**config.mk**
```make
export PLATFORM = sky130hd
export DESIGN_NAME = badge_frame_rx
export DESIGN_NICKNAME = d
export VERILOG_FILES = /design/src/rtl/badge_frame_rx.sv
export SDC_FILE = /design/constraint.sdc
export NUM_CORES = 1
export LEC_CHECK = 0
export ABC_AREA = 1
export BUFFER_PORTS_ARGS = -buffer_cell sky130_fd_sc_hd__buf_2
export CORE_ASPECT_RATIO = 0.9
export CORE_MARGIN = 4
export CORE_UTILIZATION = 50
export CTS_CLUSTER_DIAMETER = 200
export DETAILED_ROUTE_END_ITERATION = 8
export PLACE_DENSITY_LB_ADDON = 0.3
export SLEW_MARGIN = 20
export SYNTH_ARGS = -nofsm -noshare
export SYNTH_HDL_FRONTEND = slang
export SYNTH_SLANG_ARGS = --single-unit
```
**constraint.sdc**
```tcl
create_clock -name clk -period 1.32 [get_ports clk]
set_input_delay 0.066 -clock clk [delete_from_list [all_inputs] [get_ports clk]]
set_output_delay 0.066 -clock clk [all_outputs]
set_load 0.05 [all_outputs]
```
**src/rtl/badge_frame_rx.sv**
```systemverilog
// Badge-reader frame receiver: start/32 data/even-parity/stop framing with an
// inter-bit timeout and a post-accept hold-off so one swipe gives one id_valid.
module badge_frame_rx #(
  parameter int TIMEOUT = 1000,
  parameter int HOLDOFF = 200
) (
  input  logic        clk,
  input  logic        rst,
  input  logic        bit_in,
  input  logic        bit_strobe,
  output logic [31:0] ID,
  output logic        id_valid,
  output logic        frame_err,
  output logic        busy
);

  localparam int GW = $clog2(TIMEOUT + 1);
  localparam int HW = $clog2(HOLDOFF + 1);

  typedef enum logic [2:0] {IDLE, DATA, PARITY, STOP, HOLD} state_t;

  state_t          state, state_nx;
  logic [31:0]     shreg;
  logic [5:0]      bit_cnt;
  logic [GW-1:0]   gap_cnt;
  logic [HW-1:0]   hold_cnt;
  logic            timeout, shift, accept, reject, in_frame;

  assign in_frame = (state == DATA) || (state == PARITY) || (state == STOP);
  // A strobe on the timeout edge is processed normally, so timeout needs quiet.
  assign timeout  = !bit_strobe && (gap_cnt == GW'(TIMEOUT - 1));
  assign busy     = (state != IDLE);

  always_ff @(posedge clk or negedge rst) begin
    if (!rst) state <= IDLE;
    else      state <= state_nx;
  end

  always_comb begin
    state_nx = state;
    shift    = 1'b0;
    accept   = 1'b0;
    reject   = 1'b0;
    case (state)
      IDLE: if (bit_strobe && !bit_in) state_nx = DATA;
      DATA: begin
        if (bit_strobe) begin
          shift = 1'b1;
          if (bit_cnt == 6'd31) state_nx = PARITY;
        end else if (timeout) begin
          reject   = 1'b1;
          state_nx = IDLE;
        end
      end
      PARITY: begin
        if (bit_strobe) begin
          if (bit_in == ^shreg) state_nx = STOP;
          else begin
            reject   = 1'b1;
            state_nx = IDLE;
          end
        end else if (timeout) begin
          reject   = 1'b1;
          state_nx = IDLE;
        end
      end
      STOP: begin
        if (bit_strobe) begin
          if (bit_in) begin
            accept   = 1'b1;
            state_nx = HOLD;
          end else begin
            reject   = 1'b1;
            state_nx = IDLE;
          end
        end else if (timeout) begin
          reject   = 1'b1;
          state_nx = IDLE;
        end
      end
      // Strobes are ignored here, including one on the leaving edge.
      HOLD: if (hold_cnt == HW'(HOLDOFF - 1)) state_nx = IDLE;
      default: state_nx = IDLE;
    endcase
  end

  always_ff @(posedge clk or negedge rst) begin
    if (!rst) begin
      shreg     <= '0;
      bit_cnt   <= '0;
      gap_cnt   <= '0;
      hold_cnt  <= '0;
      ID        <= '0;
      id_valid  <= 1'b0;
      frame_err <= 1'b0;
    end else begin
      id_valid  <= accept;
      frame_err <= reject;
      if (shift) shreg <= {shreg[30:0], bit_in};
      if (accept) ID <= shreg;
      if (state == IDLE) bit_cnt <= '0;
      else if (shift)    bit_cnt <= bit_cnt + 6'd1;
      gap_cnt  <= (in_frame && !bit_strobe) ? gap_cnt + 1'b1 : '0;
      hold_cnt <= (state == HOLD) ? hold_cnt + 1'b1 : '0;
    end
  end

endmodule

```
==> flow_summary.ini, run 1 <==
[logic_synthesis]
synth_fp_nets = 556
postSynthAreaPerCell_um2 = 7.97
yosys.area.top_type_share_pct = 53.2
ys_seq_elements = 93
yosysMostFrequentCell = nand2_1
synth.distinct_cells = 25
synth_area_leaders = dfrtp_1 (53%), nand2_1 (17%), o21ai_0 (8.2%)
synth_flop_cell = dfrtp_1
synthArstFlopShare_pct = 100
synth_commonest_cells = nand2_1 (198), dfrtp_1 (93), o21ai_0 (72)
ys_seq_area_share_pct = 53.2
syn_area_mm2 = 0.00437
synth_edf_count = 0
yosysTopAreaCell = dfrtp_1
synth_cells = 549
ys_warn_count = 0

[power]
pwr-share-comb_pct = 2.4
leakage_uw = 0.00302
seq_power_share_pct = 59.1
ir_drop_uv = 530
swShare_pct = 23.5
switchingPower_uw = 1130
clockPowerShare_pct = 38.5
p_per_area_mw_per_mm2 = 817
p_int_uw = 3680

[worst_setup_path]
cp_max_fo = 3
worst-r2r-setup-slack_ps = -370
crit_slowest_cell = dfrtp_1
cp-end-kind = flop
path_class = reg -> reg
reg2reg_to = frame_err
cp.arrival_ps = 1950
reg2reg_depth = 15
start_kind = flop
cp_cell_sequence = inv_2 > nand2_2 > nand2_1 > nand2_2 > nand2_1 > nand2_2 > nand2_1 > nand2_2 > nand2_1 > nand2_2 > nand2_2 > nand2_2 > nand3_4 > nand2_2 > a21o_1
required_ps = 1580
critPathMaxStageDelay_ps = 430
path_common_cell = nand2_2
r2r_start = shreg[27]

[flow_run]
cap_violations = 0

[place]
placed_area_mm2 = 0.00518
gp_congestion = 0.808
port_buffers = 38
dp_hpwl_um = 6400

[clock_network]
cts_buffer_depth = 2
numCtsBuffers = 9
insertion_delay_ps = 370
ctsHtreeMaxLevel = 3
cts_tree = built
cts.sinks = 93
cts-root-buf = clkbuf_8
clk_pin_slew_ps = 90

[routing]
wl_per_cell_um = 13.0
dr_total_vias = 3969
routed_wl_um = 10300
via_per_inst = 5.01
firstDrtPassIters = 4
ant_nets = 0
drt_iter0_drc = 111
drc = 0

[timing]
post-route-period-util_pct = 128
setup_viol = 73
fmax_ghz = 0.591
fin_skew_ps = 8.07
timing.hold.ws_ps = 124
period_needed_ps = 1690
fin_ws_ps = -371
timing_worst_slew_pin_value_ps = 401
rsz0062_at_grt = yes
max_slew_margin_pct = 73.1
maxSlewViolCount = 0
hold_viol = 0
tns_ps = -7400

[min_path]
hold_start = bit_in
worst_hold_path.endpoint = shreg[0]
holdCritPathClass = in -> reg
hold_depth = 4

[finish]
design_area_mm2 = 0.00590
num-fill-cells = 677
final_nets = 676
seq_area_mm2 = 0.00233
multiInputGateArea_mm2 = 0.00198
drive_gt1_share_pct = 33.4
area_growth_pct = 34.8
insertedDiodeCount = 0

[status]
violations = setup timing
status = finished, violations left

[global_routing]
gr-total-overflow = 0
antenna_found_initial = 0
grt_pass1_vias = 3825
grt_max_degree = 66
grt.total_usage_pct = 18.6
grt_pass1_wl_um = 15800

[floorplan]
die_w_um = 107
rows = 32
fp.dieH_um = 96.7
initial_core_util_pct = 51.0
coreArea_mm2 = 0.00857
die_area_mm2 = 0.0103
io_pins = 39
-- worst max-delay path: cells and delay by family, from the launching register on --
kind / cells / cell delay [ps]
flip-flops: 1 / 430
AND/OR/NAND/NOR: 13 / 930
AO/OA/AOI/OAI: 1 / 150
buffers and inverters: 1 / 80
-- cells in the final DEF, fill, tap and decap left out, types with 2 or more instances in the layout --
cell	netlist	layout
nand2_1	198	171
dfrtp_1	93	92
buf_4	0	71
inv_1	66	51
o21ai_0	72	44
buf_2	3	36
nand2_2	4	29
o21ai_1	0	25
inv_2	5	20
nor2_1	22	12
a21oi_1	13	12
clkbuf_8	0	11
nor3_1	13	10
nand3_2	4	8
xor2_1	9	8
nor2_4	0	7
buf_6	0	7
nand3_1	11	5
nor3b_1	6	5
xnor2_2	0	4
buf_12	0	4
xnor2_1	7	3
nor2_2	0	3
nand4_1	3	3
nor3_2	0	3
o21ai_2	0	3
clkinv_4	0	3
nand3_4	0	2
nand2_4	0	2
ha_2	0	2
clkbuf_16	0	2
-- per-layer routing --
metal  global-route usage [%]  up-vias  wire length, um
li1                         -     1966                -
met1                     22.1     1911             4400
met2                     32.2       77             5300
met3                     5.34       15              477
met4                     5.90        0              125
met5                        0        -                0
-- worst max path at each step --
stage | cells past startpoint | end | slack, ps | from
after floorplan | 14 | state[0] | -120 | shreg[2]
after global placement | 11 | frame_err | -210 | shreg[16]
after detailed placement | 15 | frame_err | -300 | shreg[10]
after global routing | 17 | state[0] | -530 | shreg[27]
after CTS | 15 | frame_err | -260 | shreg[11]
final | 15 | frame_err | -370 | shreg[27]
-- final cells by class --
| type | count | share of cell area (%) |
|---|---|---|
| Clock buffer | 11 | 2.57 |
| Tap cell | 119 | 2.53 |
| Multi-Input combinational cell | 371 | 33.6 |
| Sequential cell | 93 | 39.5 |
| Timing Repair Buffer | 123 | 16.5 |
| Clock inverter | 5 | 0.722 |
| Inverter | 71 | 4.52 |
-- registers in the layout (all words and copies together), names as in the netlist --
name and flops:
ID 32, shreg 32, gap_cnt 10, hold_cnt 8, bit_cnt 6, state 3, frame_err 1, id_valid 1
-- cells by family (layout without fill, tap and decap cells) --
logic type	Yosys count	in the layout	synth area share, %
DFF	93	93	53.2
AOI/OAI and AO/OA	90	90	10.6
buffers and inverters	85	210	7.38
xor gates and xnor gates	16	16	3.20
adders and majority gates	3	3	0.858
and+or+nand+nor	262	262	24.7
-- stage by stage --
stage / setup WS (ps) / power (uW) / instances / utilization, %
after detailed placement: -297 / 3010 / 752 / 60.4
after floorplan: -124 / 2920 / 549 / -
after CTS: -265 / 4860 / 774 / 64.1
after global routing: -529 / 5010 / 793 / 68.8
after global placement: -209 / 3010 / 752 / 60.4
final: -371 / 4820 / 793 / 68.8
-- power by group through the flow --
stage / clock network [uW] / registers [uW] / logic, uW
CTS: 1900 / 2850 / 111
detailed placement: 0 / 2900 / 109
global placement: 0 / 2900 / 106
finish: 1860 / 2850 / 114
floorplan: 0 / 2900 / 18.2
global route: 2030 / 2850 / 133
-- what timing repair did --
action / in CTS / in global routing
pin swaps: 19 / 26
buffers inserted: 5 / 16
hold endpoints to repair: 93 / 0
cloned: 0 / 4
resized for setup: 38 / 80
endpoints found under the setup margin: 43 / 81
hold buffers: 1 / 0
(Power assumes the default switching activity.)
==> run 2: changes to the inputs <==
--- a/config.mk
+++ b/config.mk
@@ -5,8 +5,7 @@
 export SDC_FILE = /design/constraint.sdc
 export NUM_CORES = 1
 export LEC_CHECK = 0
-export ABC_AREA = 1
-export BUFFER_PORTS_ARGS = -buffer_cell sky130_fd_sc_hd__buf_2
+export BUFFER_PORTS_ARGS = -buffer_cell sky130_fd_sc_hd__clkbuf_2
 export CORE_ASPECT_RATIO = 0.9
 export CORE_MARGIN = 4
 export CORE_UTILIZATION = 50
==> run 2 against run 1 <==
  * The flow still finishes with violations (setup timing)
  * Combinational power rose to 46 times the previous value
  * Sequential power up 22%
  * Clock power about the same
  * Routed wire length up 4.3%
  * Critical path type unchanged
==> flow_summary.ini, run 2 <==
[status]
status = finished, violations left
violations = setup timing

[routing]
drc = 0
via_per_inst = 5.47
wl_per_cell_um = 19.9
dr_total_vias = 2961
drt_iter0_drc = 180
routed_wl_um = 10700
ant_nets = 0
firstDrtPassIters = 4

[global_routing]
grt_max_degree = 46
grt_pass1_wl_um = 16500
grt.total_usage_pct = 22.8
grt_pass1_vias = 3143
antenna_found_initial = 0
gr-total-overflow = 0

[clock_network]
numCtsBuffers = 9
ctsHtreeMaxLevel = 3
cts_buffer_depth = 2
cts.sinks = 93
cts-root-buf = clkbuf_8
cts_tree = built
insertion_delay_ps = 370
clk_pin_slew_ps = 100

[timing]
timing_worst_slew_pin_value_ps = 442
fmax_ghz = 0.489
hold_viol = 0
maxSlewViolCount = 0
period_needed_ps = 2050
fin_ws_ps = -726
post-route-period-util_pct = 155
rsz0062_at_grt = yes
max_slew_margin_pct = 70.3
setup_viol = 85
timing.hold.ws_ps = 89.2
fin_skew_ps = 8.08

[power]
ir_drop_uv = 1160
clockPowerShare_pct = 17.5
leakage_uw = 0.00288
swShare_pct = 35.8
seq_power_share_pct = 33.1
pwr-share-comb_pct = 49.4
p_int_uw = 6760
switchingPower_uw = 3760
p_per_area_mw_per_mm2 = 1780

[finish]
insertedDiodeCount = 0
final_nets = 447
final_cell_count_no_fill = 541
design_area_mm2 = 0.00592
area_growth_pct = 47.1
drive_gt1_share_pct = 57.8
final_common_cell = dfrtp_1
final_cell_mix = dfrtp_1 (92), buf_4 (68), mux2_4 (56)
num-fill-cells = 403
largest_registers = ID x32, shreg x32, gap_cnt x10

[floorplan]
die_w_um = 103
rows = 30
coreArea_mm2 = 0.00769
initial_core_util_pct = 52.3
io_pins = 39
fp.dieH_um = 93.1
die_area_mm2 = 0.00956

[logic_synthesis]
yosysTopAreaCell = dfrtp_1
yosysMostFrequentCell = dfrtp_1
ys_seq_area_share_pct = 57.8
ys_seq_elements = 93
yosys.area.top_type_share_pct = 57.8
synth.distinct_cells = 33
synth_edf_count = 0
synth_commonest_cells = dfrtp_1 (93), mux2_2 (64), xnor2_1 (33)
synth_area_leaders = dfrtp_1 (58%), mux2_2 (18%), xnor2_1 (7.2%)
synth_cells = 304
synthArstFlopShare_pct = 100
ys_warn_count = 0
postSynthAreaPerCell_um2 = 13.2
synth_fp_nets = 311
syn_area_mm2 = 0.00403
synth_flop_cell = dfrtp_1

[worst_setup_path]
cp_max_fo = 2
required_ps = 1630
path_class = reg -> reg
cp-end-kind = flop
cp.arrival_ps = 2360
start_kind = flop
reg2reg_depth = 6

[min_path]
holdCritPathClass = in -> async

[flow_run]
cap_violations = 0

[place]
dp_hpwl_um = 5390
place_inst = 494
gp_congestion = 0.758
port_buffers = 38
placed_area_mm2 = 0.00488
==> run 2: worst paths after layout <==
kind | slack [ps] | start | end
worst max-delay path | -730 | gap_cnt[4] | frame_err
worst min-delay path | 90 | rst | ID[4]
worst max register to register | -730 | gap_cnt[4] | frame_err
worst min register to register | 520 | ID[10] | ID[10]
max in group asynchronous | 710 | rst | state[1]
min in group clk | 160 | bit_strobe | frame_err
==> run 2: area by class of cell <==
class,instances,area (um^2),area share [%]
clock buffers,10,138,2.32
clock inverters,6,53.8,0.908
inverters,5,18.8,0.317
multi-input cells,196,2060,34.8
flip-flops and latches,93,2330,39.3
well taps,96,120,2.03
repair buffers,135,1210,20.4
==> run 2: cells by family after synthesis <==
group                      synth area share (%)
AOI/OAI and AO/OA                          2.70
xor gates and xnor gates                   10.6
adders and majority gates                 0.932
buffers and inverters                      1.77
DFF                                        57.8
muxes                                      18.1
and+or+nand+nor                            8.11
==> run 2: power groups by stage <==
stage	logic [uW]	registers (uW)	clock network [uW]
after floorplan	2180	3890	0
after global placement	3520	3480	0
after detailed placement	3570	3500	0
after CTS	4870	3450	1870
after global routing	5450	3530	2000
final	5200	3490	1840
==> run 2: worst max-delay path, cell delays in order, from the launching register on <==
cell,delay (ps)
dfrtp_1,380
or4b_1,520
or3_4,350
a311oi_2,250
nand2_1,90
or3_1,300
nand3_1,80
==> run 2: per-stage QoR <==
step / worst slack [ps] / TNS (ps) / util (%) / total power, uW
floorplan: -718 / -16980 / - / 6060
global placement: -656 / -18840 / 63.4 / 7000
detailed placement: -721 / -19760 / 63.4 / 7070
CTS: -678 / -22070 / 74.7 / 10200
global route: -802 / -29900 / 77.0 / 11000
finish: -726 / -24920 / 77.0 / 10500
==> run 2: timing repair <==
action,in CTS,in global routing
gates resized for setup,93,45
setup buffers,18,12
pin swaps,24,16
gates cloned,6,2
setup endpoints to repair,92,92
hold endpoints to repair,93,0
hold buffers,1,0
==> run 2: routing by layer <==
layer,vias to the layer above,global-route usage (%),routed length (um)
met5,-,0,0
met4,0,7.54,223
met3,28,5.29,440
met2,80,38.5,5680
met1,1525,28.6,4410
li1,1328,-,-
==> run 3: changes to the inputs <==
--- a/config.mk
+++ b/config.mk
@@ -6,9 +6,11 @@
 export NUM_CORES = 1
 export LEC_CHECK = 0
 export BUFFER_PORTS_ARGS = -buffer_cell sky130_fd_sc_hd__clkbuf_2
+export CELL_PAD_IN_SITES_DETAIL_PLACEMENT = 1
+export CELL_PAD_IN_SITES_GLOBAL_PLACEMENT = 1
 export CORE_ASPECT_RATIO = 0.9
 export CORE_MARGIN = 4
-export CORE_UTILIZATION = 50
+export CORE_UTILIZATION = 43
 export CTS_CLUSTER_DIAMETER = 200
 export DETAILED_ROUTE_END_ITERATION = 8
 export PLACE_DENSITY_LB_ADDON = 0.3
==> run 3 against run 2 <==
  * The run still ends with setup timing left
  * Worst setup slack got worse by 150 ps
  * Utilization decreased by 8.6 points
  * Largest cell class unchanged
  * Register-to-register slack got worse by 150 ps
  * Clock-buffer cell count decreased by 1
  * Hold slack improved by 56 ps
  * Non-clock buffer count increased by 12
  * Highest routed layer unchanged
  * Via count increased by 7.4%
  * First-iteration DRC count increased by 49%
  * Clock skew increased by 6.7 ps
  * Critical endpoint unchanged
==> flow_summary.ini, run 3 (synthesis gave the netlist of run 2 again) <==
[floorplan]
coreArea_mm2 = 0.00913
rows = 33
io_pins = 39
fp.dieH_um = 99.8
die_w_um = 110
die_area_mm2 = 0.0110
initial_core_util_pct = 44.1

[min_path]
holdCritPathClass = in -> async

[status]
violations = setup timing
status = finished, violations left

[timing]
setup_viol = 94
rsz0062_at_grt = yes
fin_ws_ps = -873
fin_skew_ps = 14.8
fmax_ghz = 0.456
hold_viol = 0
timing.hold.ws_ps = 145
post-route-period-util_pct = 166
maxSlewViolCount = 0
max_slew_margin_pct = 71.5
tns_ps = -30950
timing_worst_slew_pin_value_ps = 428
period_needed_ps = 2190

[global_routing]
antenna_found_initial = 0
grt_pass1_wl_um = 21100
grt_pass1_vias = 3557
grt_max_degree = 42
grt.total_usage_pct = 26.2
gr-total-overflow = 0

[finish]
largest_registers = ID x32, shreg x32, gap_cnt x10
final_common_cell = dfrtp_1
utilization_pct = 68.4
insertedDiodeCount = 0
final_cell_count_no_fill = 577
final_cell_mix = dfrtp_1 (92), buf_4 (75), mux2_4 (64)
final_nets = 459
area_growth_pct = 55.0
drive_gt1_share_pct = 61.5

[clock_network]
insertion_delay_ps = 390
cts.sinks = 93
ctsHtreeMaxLevel = 3
cts_buffer_depth = 2
cts-root-buf = clkbuf_8
cts_tree = built
clk_pin_slew_ps = 110
numCtsBuffers = 9

[routing]
dr_total_vias = 3181
via_per_inst = 5.51
ant_nets = 0
firstDrtPassIters = 4
drt_iter0_drc = 268
wl_per_cell_um = 27.6
routed_wl_um = 15900
drc = 0

[worst_setup_path]
required_ps = 1640
crit_slowest_cell = or4b_4
critPathMaxStageDelay_ps = 550
worst-path-buf-inv = 0
start_kind = flop
critPathTopFamily = simple AND/OR/NAND/NOR gates
reg2reg_depth = 6
reg2reg_to = frame_err
path_depth = 6
cp.arrival_ps = 2510
cp_max_fo = 2
cp-end-kind = flop
crit_end = frame_err
worst-r2r-setup-slack_ps = -870
cp_cell_sequence = or4b_4 > or3_4 > a311oi_4 > nand2_1 > or3_1 > nand3_1
r2r_start = gap_cnt[4]
startpoint = gap_cnt[4]
path_class = reg -> reg

[flow_run]
cap_violations = 0

[place]
port_buffers = 38
pre_cts_slack_ps = -785
dp_hpwl_um = 6460
gp_congestion = 0.774
place_inst = 525

[power]
ir_drop_uv = 1230
leakage_uw = 0.00295
p_per_area_mw_per_mm2 = 1820
[run 3: cell count changes in the layout (fill, tap and decap cells not counted), sizes merged]
cell,change
clkinv,-2
inv,-2
bufinv,+2
clkinvlp,+1
buf,+14
clkbuf,-3
[run 3: final cells by class]
type	count	area, um^2
fill	862	2880
sequential	93	2330
multi-input combinational	196	2230
timing repair buffer	147	1310
tap	122	153
clock buffer	9	124
clock inverter	5	86.3
inverter	5	18.8
[run 3: timing repair]
item / CTS / global route
gates resized for setup: 116 / 66
setup buffers: 21 / 19
endpoints found under the setup margin: 92 / 93
hold buffers: 1 / 0
cloned: 7 / 1
endpoints found under the hold margin: 27 / 0
pin swaps: 20 / 38
[run 3: power breakdown]
part / internal, uW / switching, uW
clock: 1060 / 1160
combinational: 2730 / 2820
sequential: 3210 / 350
total: 7010 / 4330
[run 3: through the flow]
stage	total power (uW)	instance area, um^2
final	11300	6240
after global routing	11700	6240
after CTS	10500	5920
after detailed placement	7200	4930
after global placement	7040	4930
after floorplan	6060	4130
[run 3: routing by layer]
metal  GRT usage (%)  vias to the layer above  wire length [um]
met3            5.92                       40               768
li1                -                     1342                 -
met5               0                        -                 0
met1            31.1                     1672              6230
met4            10.4                        0               692
met2            45.8                      127              8240
[run 3: worst min path at each step]
stage	start	cells past startpoint	slack, ps	end
global route	bit_in	3	140	shreg[0]
finish	rst	2	150	ID[12]
global placement	rst	1	20	hold_cnt[4]
detailed placement	rst	1	30	ID[2]
floorplan	rst	0	-230	ID[0]
CTS	bit_in	3	130	shreg[0]
